$ cat src/rtl/exhaustive_stim_gen_if.sv
// Stimulus/response bus between the exhaustive sequencer and its consumer.
interface exhaustive_stim_gen_if #(
  parameter int unsigned N_IN  = 4,
  parameter int unsigned N_OUT = 2
);
  localparam int unsigned LOG_W = (1 << N_IN) * N_OUT;

  logic              start;
  logic [N_OUT-1:0]  resp;
  logic [N_IN-1:0]   stim;
  logic              busy;
  logic              done;
  logic [N_IN-1:0]   vec_idx;
  logic              sample_valid;
  logic [N_IN-1:0]   sample_idx;
  logic [LOG_W-1:0]  resp_log;

  modport master (
    input  start, resp,
    output stim, busy, done, vec_idx, sample_valid, sample_idx, resp_log
  );

  modport slave (
    output start, resp,
    input  stim, busy, done, vec_idx, sample_valid, sample_idx, resp_log
  );
endinterface

$ cat src/rtl/exhaustive_stim_gen.sv
// Walks every input vector in ascending order, holds each for HOLD_CYCLES
// clocks and captures the block-under-test response into a packed log.
module exhaustive_stim_gen #(
  parameter int unsigned N_IN        = 4,
  parameter int unsigned N_OUT       = 2,
  parameter int unsigned HOLD_CYCLES = 20
) (
  input  logic                  clk,
  input  logic                  rst_n,
  exhaustive_stim_gen_if.master bus
);
  localparam int unsigned NUM_VEC = 1 << N_IN;
  localparam int unsigned LOG_W   = NUM_VEC * N_OUT;
  localparam int unsigned HOLD_W  = (HOLD_CYCLES > 1) ? $clog2(HOLD_CYCLES) : 1;
  localparam logic [N_IN-1:0]   LAST_VEC  = N_IN'(NUM_VEC - 1);
  localparam logic [HOLD_W-1:0] LAST_HOLD = HOLD_W'(HOLD_CYCLES - 1);

  typedef enum logic [1:0] {
    S_IDLE  = 2'd0,
    S_APPLY = 2'd1,
    S_DONE  = 2'd2
  } state_e;

  state_e            state_q,  state_d;
  logic [N_IN-1:0]   vec_q,    vec_d;
  logic [HOLD_W-1:0] hold_q,   hold_d;
  logic              busy_q,   busy_d;
  logic              done_q,   done_d;
  logic              sv_q,     sv_d;
  logic [N_IN-1:0]   sidx_q,   sidx_d;
  logic [LOG_W-1:0]  log_q,    log_d;

  // Next-state and registered-output logic
  always_comb begin
    state_d = state_q;
    vec_d   = vec_q;
    hold_d  = hold_q;
    busy_d  = busy_q;
    done_d  = done_q;
    sv_d    = 1'b0;
    sidx_d  = sidx_q;
    log_d   = log_q;

    case (state_q)
      S_IDLE, S_DONE: begin
        if (bus.start) begin
          state_d = S_APPLY;
          vec_d   = '0;
          hold_d  = '0;
          busy_d  = 1'b1;
          done_d  = 1'b0;
          log_d   = '0;
        end
      end

      S_APPLY: begin
        if (hold_q == LAST_HOLD) begin
          hold_d = '0;
          log_d[int'(vec_q) * N_OUT +: N_OUT] = bus.resp;
          sv_d   = 1'b1;
          sidx_d = vec_q;
          // Last vector stays applied after completion; no wrap to 0
          if (vec_q == LAST_VEC) begin
            state_d = S_DONE;
            busy_d  = 1'b0;
            done_d  = 1'b1;
          end else begin
            vec_d = vec_q + N_IN'(1);
          end
        end else begin
          hold_d = hold_q + HOLD_W'(1);
        end
      end

      default: state_d = S_IDLE;
    endcase
  end

  always_ff @(posedge clk or negedge rst_n) begin
    if (!rst_n) begin
      state_q <= S_IDLE;
      vec_q   <= '0;
      hold_q  <= '0;
      busy_q  <= 1'b0;
      done_q  <= 1'b0;
      sv_q    <= 1'b0;
      sidx_q  <= '0;
      log_q   <= '0;
    end else begin
      state_q <= state_d;
      vec_q   <= vec_d;
      hold_q  <= hold_d;
      busy_q  <= busy_d;
      done_q  <= done_d;
      sv_q    <= sv_d;
      sidx_q  <= sidx_d;
      log_q   <= log_d;
    end
  end

  assign bus.stim         = vec_q;
  assign bus.vec_idx      = vec_q;
  assign bus.busy         = busy_q;
  assign bus.done         = done_q;
  assign bus.sample_valid = sv_q;
  assign bus.sample_idx   = sidx_q;
  assign bus.resp_log     = log_q;

endmodule
$ cat src/flat_wrapper.sv
// flat-port wrapper written by rule: the top's interface ports become plain ports
module exhaustive_stim_gen_flat 
#(
  parameter int unsigned N_IN        = 4,
  parameter int unsigned N_OUT       = 2,
  parameter int unsigned HOLD_CYCLES = 20
)
  (clk, rst_n, bus_start, bus_resp, bus_stim, bus_busy, bus_done, bus_vec_idx, bus_sample_valid, bus_sample_idx, bus_resp_log);
  exhaustive_stim_gen_if #(.N_IN(N_IN), .N_OUT(N_OUT)) bus_i ();
  input  logic clk;
  input  logic rst_n;
  input wire logic [$bits(bus_i.start)-1:0] bus_start;
  input wire logic [$bits(bus_i.resp)-1:0] bus_resp;
  output wire logic [$bits(bus_i.stim)-1:0] bus_stim;
  output wire logic [$bits(bus_i.busy)-1:0] bus_busy;
  output wire logic [$bits(bus_i.done)-1:0] bus_done;
  output wire logic [$bits(bus_i.vec_idx)-1:0] bus_vec_idx;
  output wire logic [$bits(bus_i.sample_valid)-1:0] bus_sample_valid;
  output wire logic [$bits(bus_i.sample_idx)-1:0] bus_sample_idx;
  output wire logic [$bits(bus_i.resp_log)-1:0] bus_resp_log;
  assign bus_i.start = bus_start;
  assign bus_i.resp = bus_resp;
  assign bus_stim = bus_i.stim;
  assign bus_busy = bus_i.busy;
  assign bus_done = bus_i.done;
  assign bus_vec_idx = bus_i.vec_idx;
  assign bus_sample_valid = bus_i.sample_valid;
  assign bus_sample_idx = bus_i.sample_idx;
  assign bus_resp_log = bus_i.resp_log;
  exhaustive_stim_gen #(.N_IN(N_IN), .N_OUT(N_OUT), .HOLD_CYCLES(HOLD_CYCLES)) u_core (.clk(clk), .rst_n(rst_n), .bus(bus_i));
endmodule
$ cat config.mk
export PLATFORM = sky130hd
export DESIGN_NAME = exhaustive_stim_gen_flat
export DESIGN_NICKNAME = d
export VERILOG_FILES = /design/src/rtl/exhaustive_stim_gen_if.sv /design/src/rtl/exhaustive_stim_gen.sv /design/src/flat_wrapper.sv
export SDC_FILE = /design/constraint.sdc
export NUM_CORES = 1
export LEC_CHECK = 0
export CAP_MARGIN = 20
export CELL_PAD_IN_SITES_DETAIL_PLACEMENT = 0
export CELL_PAD_IN_SITES_GLOBAL_PLACEMENT = 1
export CORE_UTILIZATION = 42
export CTS_CLUSTER_SIZE = 14
export DETAILED_ROUTE_END_ITERATION = 10
export HOLD_SLACK_MARGIN = 0.15
export PLACE_DENSITY_LB_ADDON = 0.25
export SLEW_MARGIN = 40
export SYNTH_ARGS = -nofsm -noshare
export SYNTH_HDL_FRONTEND = slang
export SYNTH_SLANG_ARGS = --single-unit
$ cat constraint.sdc
create_clock -name clk -period 6.32 [get_ports clk]
set_clock_uncertainty 0.15 [all_clocks]
set_input_delay 1.264 -clock clk [delete_from_list [all_inputs] [get_ports clk]]
set_output_delay 1.264 -clock clk [all_outputs]
set_load 0.01 [all_outputs]
Word-level counts from Yosys, hierarchy flattened --
Index checks and enable logic that the tools add are counted.
Storage, ports and cells: input bits 5, logic and storage cells 55, output and inout port bits 47, register bits after elaboration 50
Cells by class: muxes and demuxes 25, reduce and logical (&&, ||, !) cells 9, add/subtract/negate cells 3, eq/ne operators 8, shift operators 2
Operators with widths (number):
- $mux 32 | 2
- $pmux 32 s2 | 1
- $neg 5->34 | 1
- $shift 2x34->32 const A | 1
- $shiftx 2x34->32 | 1
- $bwmux 32 | 1
- $mux 4 | 3
- $mux 5 | 2
- $pmux 5 s2 | 1
- $mux 1 | 8
- $pmux 4 s2 | 1
- $reduce_and 4->1 | 2
- $mux 2 | 3
- $reduce_and 3->1 | 2
- $add 5x1->5 const B | 1
- $eq 5x5->1 const B | 1
- $add 4x1->4 const B | 1
- $eq 4x4->1 const B | 1
- $ne 2x1->1 const B | 2
- $ne 2x2->1 const B | 2
- $pmux 1 s2 | 2
- $pmux 2 s2 | 1
- $reduce_and 2->1 | 2
- $eq 2x1->1 const B | 1
- other kinds (4) | 4

Depth between registers and ports, before layout --
Gate-level depths: netlist of the first run.
depth in word-level cells 5, mapped depth 8, mapped depth without buffers 6

Worst setup path before layout of the first run --
Ideal clock, no wire load.
path type register to register, start point reg u_core.vec_q[0] (netlist: u_core.bus.stim[0]), end point reg u_core.log_q[23] (netlist: u_core.bus.resp_log[23]), library setup time 0.133 ns, required time 6.037 ns, setup slack 3.818 ns, arrival 2.220 ns, stages on the path, launching flop included 8, period minus slack after synthesis 2.502 ns, cell sequence dfrtp_1 > clkbuf_1 > nor3_1 > ha_1 > or3b_1 > or2_2 > nor4_1 > o22ai_1
Between the ends: word-level cells in the longest chain between the ends 5, elaborated cells between the ends (all ways) 6, those cells by class add/sub: 1; shift: 2; mux: 3
RTL lines:
- from (decl) | RTL line exhaustive_stim_gen.sv:25 | logic [N_IN-1:0] vec_q, vec_d;
- from (signal assigned) | RTL line exhaustive_stim_gen.sv:91 | vec_q <= vec_d;
- $neg 5->34 * | RTL line exhaustive_stim_gen.sv:59 | log_d[int'(vec_q) * N_OUT +: N_OUT] = bus.resp;
- $shiftx 2x34->32 or $shift 2x34->32 (tied branches) | RTL line exhaustive_stim_gen.sv:59
- $bwmux 32 * | RTL line exhaustive_stim_gen.sv:59
- $mux 32 * | RTL line exhaustive_stim_gen.sv:57 | if (hold_q == LAST_HOLD) begin
- $pmux 32 s2 * | RTL line exhaustive_stim_gen.sv:44 | case (state_q)
- to (signal assigned) | RTL line exhaustive_stim_gen.sv:97 | log_q <= log_d;
- to (decl) | RTL line exhaustive_stim_gen.sv:31 | logic [LOG_W-1:0] log_q, log_d;
Mark *: on every way between the ends. The rest lies on a longest branch, timed or not. The select of a mux whose other input is x is not followed. A chain may end at the register's enable or synchronous reset.

Worst setup path in the final report of the first run --
start point reg u_core.vec_q[0] (netlist: u_core.bus.stim[0]), end point out bus_stim[0]
RTL lines:
- to (decl) | RTL line flat_wrapper.sv:14 | output wire logic [$bits(bus_i.stim)-1:0] bus_stim;
No word-level cell between the ends.

==> results_dict.tcl, run 1 <==
set metrics [dict create \
    violations "DRC" \
    syn_inst 262 \
    min_path_type "reg2reg" \
    rsz0062_at_grt "no" \
    syn_area_um2 2571 \
    clkSinkCount 50 \
    synth-async-reset-ratio_pct 100.0 \
    io_buffer_count 51 \
    dieArea_um2 6438 \
    drv_cap 0 \
    core.rowCount 28 \
    vdd_drop_max_uv 264.3 \
    synth_edf_count 0 \
    period_minus_slack_ps 3082 \
    cp-start-kind "register" \
    period_share_pct 48.76 \
    postCtsSetupBuffers 0 \
    clk_latency_ps 300 \
    end_kind "primary output" \
    grt_first_pass_wirelength_mm 10.26 \
    grt_pass1_vias 2038 \
    route.detailed.drc 1 \
    root_buffer "clkbuf_8" \
    n_antenna_cell 0 \
    seq_area_frac_synth_pct 48.66 \
    h-tree-depth 2 \
    finalWeightedCongestion 0.8395 \
    worstPathMaxFanout 19 \
    hold_buffers 0 \
    tightest_slew_ps 662.6 \
    cts_max_path_buffers 2 \
    vias 2093 \
    synth.distinct_cells 46 \
    finalSetupViolCount 0 \
    synthFlopType "dfrtp_1" \
    cts_tree "done" \
    relSlewSlack_pct 55.73 \
    grt_antenna_before_repair 0 \
    synthToLayoutAreaGrowth_pct 23.70 \
    ys_warn_count 0 \
    cp_num_buf_inv 1 \
    total_power_uw 1351 \
    final_cell_mix "50 x clkdlybuf4s50_1, 50 x dfrtp_1, 45 x nand2_1" \
    wl_per_cell_um 15.62 \
    crit_chain "clkdlybuf4s50_1" \
    cp.required_ps 4910 \
    syn_area_per_cell_um2 9.814 \
    die_h_um 80.24 \
    drv_slew 0 \
    slowest_delay_ps 720 \
    die_width_um 80.24 \
    io_pins 52 \
    layout.nets 313 \
    yosys_register_bits 50 \
    core-area_um2 5921 \
    power.density_nw_per_um2 424.9 \
    tns_ps 0 \
    ant_nets 0 \
    dp_hpwl_mm 4.198 \
    fmax_ghz 0.3245 \
    avgViaCountPerCell 5.508 \
    synth_nets 271 \
    first_iter_violations 161 \
    clk_pin_slew_worst_paths_ps 90 \
    cts.repair.resized 0 \
    grt_max_degree 51 \
    cts_buffers 5 \
    finalNonFillerCells 380 \
    crit_arrival_ps 1670 \
    grt-ovfl-total 0 \
    hold_viol 0 \
    grtUsageTotal_pct 21.15 \
    outcome "finished, violations left" \
    initial_utilization_pct 43.43 \
    cp_slowest_cell "dfrtp_1" \
    p_leak_uw 0.001346 \
    drt_wl_total_mm 5.937 \
    timing_worst_setup_path_type "reg2out" \
    drtPass1Iterations 7 \
    cp_top_family "flip-flops" \
    dp_cells 372 \
    drive_gt1_share_pct 6.557 \
]
-- worst paths after layout --
kind / from / to / slack (ps) / cells after the start
setup / recovery: u_core.bus.stim[0]$_DFFE_PN0P_ / bus_stim[0] / 3240 / 1
hold / removal: u_core.bus.sample_idx[2]$_DFFE_PN0P_ / u_core.bus.sample_idx[2]$_DFFE_PN0P_ / 330 / 2
setup reg to reg: u_core.bus.stim[0]$_DFFE_PN0P_ / u_core.bus.resp_log[21]$_DFFE_PN0P_ / 3300 / 5
hold reg to reg: u_core.bus.sample_idx[2]$_DFFE_PN0P_ / u_core.bus.sample_idx[2]$_DFFE_PN0P_ / 330 / 2
max in group asynchronous: rst_n / u_core.bus.resp_log[7]$_DFFE_PN0P_ / 4760 / 1
min in group asynchronous: rst_n / u_core.bus.sample_valid$_DFF_PN0_ / 830 / 1
-- synth_stat cells, drive strengths merged, types with 3 or more instances --
master	number	share of area [%]
nor3	8	2.0
nor2	16	2.3
nand2	45	6.6
nand3	14	2.7
nor4	5	1.5
o22ai	6	1.5
ha	4	1.9
nor3b	3	1.1
buf	8	2.2
dfrtp	50	49
o21ai	13	2.7
inv	7	1.0
nor2b	4	0.97
o2bb2ai	4	1.4
clkbuf	8	1.2
nand2b	6	1.8
mux2i	22	8.6
nand4	7	1.7
a21o	3	0.88
-- logic make-up (layout without fill, tap and decap cells) --
group	Yosys count	in the layout	share of synthesized area [%]
AOI/OAI and AO/OA	36	36	9.392
adders and majority gates	4	4	1.947
buffers and inverters	23	66	4.380
xor gates and xnor gates	4	4	1.655
muxes	22	22	8.564
DFF	50	50	48.66
and+or+nand+nor	123	123	25.40
-- through the flow --
step           util (%)  hold WS (ps)  instance area [um^2]  worst slack [ps]
2_1_floorplan         -         335.0                  2571              3818
3_3_place_gp      52.09         311.5                  3084              2969
3_5_place_dp      52.18         315.6                  3089              3237
4_1_cts           53.72         336.9                  3181              3241
5_1_grt           53.72         373.9                  3181              3125
6_report          53.72         328.2                  3181              3238
-- tightest hold or removal path: stages (launching register included) --
cell and delay (ps):
dfrtp_1 350, nand2_1 50, nand2_1 50
-- registers in the layout, indices dropped and copies added, names as in the netlist --
signal	flops
u_core.bus.resp_log	32
u_core.hold_q	5
u_core.bus.sample_idx	4
u_core.bus.stim	4
u_core.state_q	2
u_core.bus.busy	1
u_core.bus.done	1
u_core.bus.sample_valid	1
-- power by group --
group          switching, uW  internal [uW]  leakage [uW]
clock network            104           88.5     0.0000482
registers                102            400      0.000650
logic                    366            291      0.000647
-- routing by layer --
layer  part of all wire, %  global-route usage, %
met1                    47                  29.64
met4                   1.9                  7.679
met2                    45                  32.22
met5                     0                      0
met3                   5.6                  4.318
-- area by class of cell --
type / instances / area, um^2
Clock inverter: 1 / 5.005
Inverter: 7 / 26.28
Sequential cell: 50 / 1251
Timing Repair Buffer: 51 / 508.0
Tap cell: 75 / 93.84
Fill cell: 569 / 2740
Multi-Input combinational cell: 189 / 1210
Clock buffer: 7 / 86.33
No activity file was read; power rests on OpenSTA's default activity.
==> inputs of run 2 (changes only) <==
CORE_UTILIZATION = 35   (was 42)
clock period = 2.8 ns   (was 6.32 ns; I/O delays follow)
==> run 2 against run 1 <==
  * Flip-flop and latch count did not move
  * Wire length rose by 7.8%
  * The flow now finishes without violations
  * First-iteration DRC count fell by 8.1%
  * Largest cell class unchanged
  * Power rose by 140%
==> results_dict.tcl, run 2 (same netlist as run 1, synthesis figures left out) <==
set metrics [dict create \
    period_minus_slack_ps 2476 \
    end_kind "register" \
    drt_wl_total_mm 6.403 \
    core-area_um2 6944 \
    core.rowCount 30 \
    grt_antenna_before_repair 0 \
    root_buffer "clkbuf_8" \
    dp_hpwl_mm 4.670 \
    wl_met2_mm 2.727 \
    grt_max_degree 28 \
    initial_utilization_pct 37.03 \
    final_cell_mix "50 x clkdlybuf4s50_1, 50 x dfrtp_1, 45 x nand2_1" \
    grt-ovfl-total 0 \
    drv_cap 0 \
    cts.repair.resized 0 \
    crit_arrival_ps 2510 \
    finalWeightedCongestion 0.8149 \
    tightest_slew_ps 673.4 \
    timing_worst_setup_path_type "reg2reg" \
    grt_first_pass_wirelength_mm 10.70 \
    cp-start-kind "register" \
    worstPathMaxFanout 6 \
    p_leak_uw 0.001417 \
    clk_pin_slew_worst_paths_ps 90 \
    power.density_nw_per_um2 975.9 \
    io_pins 52 \
    finish.utilization_pct 47.89 \
    dieArea_um2 7693 \
    rsz0062_at_grt "no" \
    n_antenna_cell 0 \
    first_iter_violations 148 \
    drive_gt1_share_pct 9.779 \
    hold_viol 0 \
    grt_pass1_vias 2035 \
    h-tree-depth 2 \
    die_width_um 87.71 \
    min_path_type "reg2reg" \
    tns_ps 0 \
    synthToLayoutAreaGrowth_pct 29.34 \
    rrSetupSlack_ps 320 \
    clkSinkCount 50 \
    largest_register_ffs 32 \
    die_h_um 87.71 \
    grtUsageTotal_pct 18.41 \
    cts_max_path_buffers 2 \
    cts_tree "done" \
    layout.nets 325 \
    wl_per_cell_um 15.50 \
    maxUsedRoutingLayer "met4" \
    ant_nets 0 \
    route.detailed.drc 0 \
    wl_met1_mm 3.316 \
    cp.required_ps 2830 \
    vdd_drop_max_uv 358.7 \
    period_share_pct 88.44 \
    dr_wl_met3_um 286 \
    vias 2114 \
    drtPass1Iterations 6 \
    clk_latency_ps 300 \
    finalSetupViolCount 0 \
    cts_buffers 5 \
    avgViaCountPerCell 5.119 \
    total_power_uw 3245 \
    fillCellCount 647 \
    outcome "completed" \
    drv_slew 0 \
    relSlewSlack_pct 55.01 \
    fmax_ghz 0.4038 \
    io_buffer_count 51 \
]
-- run 2: where the power goes --
group | internal [uW] | leakage [uW] | switching (uW) | total [uW]
registers | 903 | 0.000650 | 138 | 1040
clock network | 250 | 0.0000575 | 240 | 490
logic | 753 | 0.000709 | 961 | 1710
-- run 2: worst paths after layout --
path | from | end | cells after the start
worst max-delay path | u_core.bus.stim[0]$_DFFE_PN0P_ | u_core.bus.resp_log[23]$_DFFE_PN0P_ | 6
worst min-delay path | u_core.bus.sample_idx[2]$_DFFE_PN0P_ | u_core.bus.sample_idx[2]$_DFFE_PN0P_ | 2
worst max register to register | u_core.bus.stim[0]$_DFFE_PN0P_ | u_core.bus.resp_log[23]$_DFFE_PN0P_ | 6
worst min register to register | u_core.bus.sample_idx[2]$_DFFE_PN0P_ | u_core.bus.sample_idx[2]$_DFFE_PN0P_ | 2
max in group asynchronous | rst_n | u_core.bus.resp_log[28]$_DFFE_PN0P_ | 3
min in group asynchronous | rst_n | u_core.bus.sample_idx[2]$_DFFE_PN0P_ | 2
-- run 2: cell type report --
class                   count  area (um^2)  share of cell area, %
multi-input cells         189         1207                  36.31
repair buffers             63        610.6                  18.36
clock buffers               8        110.1                  3.311
well taps                  96        120.1                  3.612
inverters                   7        26.28                 0.7901
flip-flops and latches     50         1251                  37.62
-- run 2: stage by stage --
step	cells	cell area (um^2)	worst slack [ps]	hold slack, ps
after floorplan	262	2571	297.6	114.4
after global placement	404	3206	470.1	310.1
after detailed placement	404	3206	345.3	314.2
after CTS	413	3326	337.6	335.7
after global routing	413	3326	237.9	360.2
final	413	3326	323.8	328.7
-- run 2: repair_timing --
action,4_1_cts,5_1_grt
buffers inserted,0,0
hold buffers,1,0
setup endpoints to repair,0,0
hold endpoints to repair,23,0
-- run 2: critical path: stages, from the launching register on --
cell and delay [ps]:
dfrtp_1 440, nor3_1 260, ha_1 350, or3b_1 380, or2_2 340, nor4_1 290, o22ai_1 140
-- run 2: per-layer routing --
layer  GRT usage (%)  vias to the layer above
li1                -                     1030
met1           26.99                     1018
met2           27.34                       59
met3           4.053                        7
met4           4.918                        0
met5               0                        -
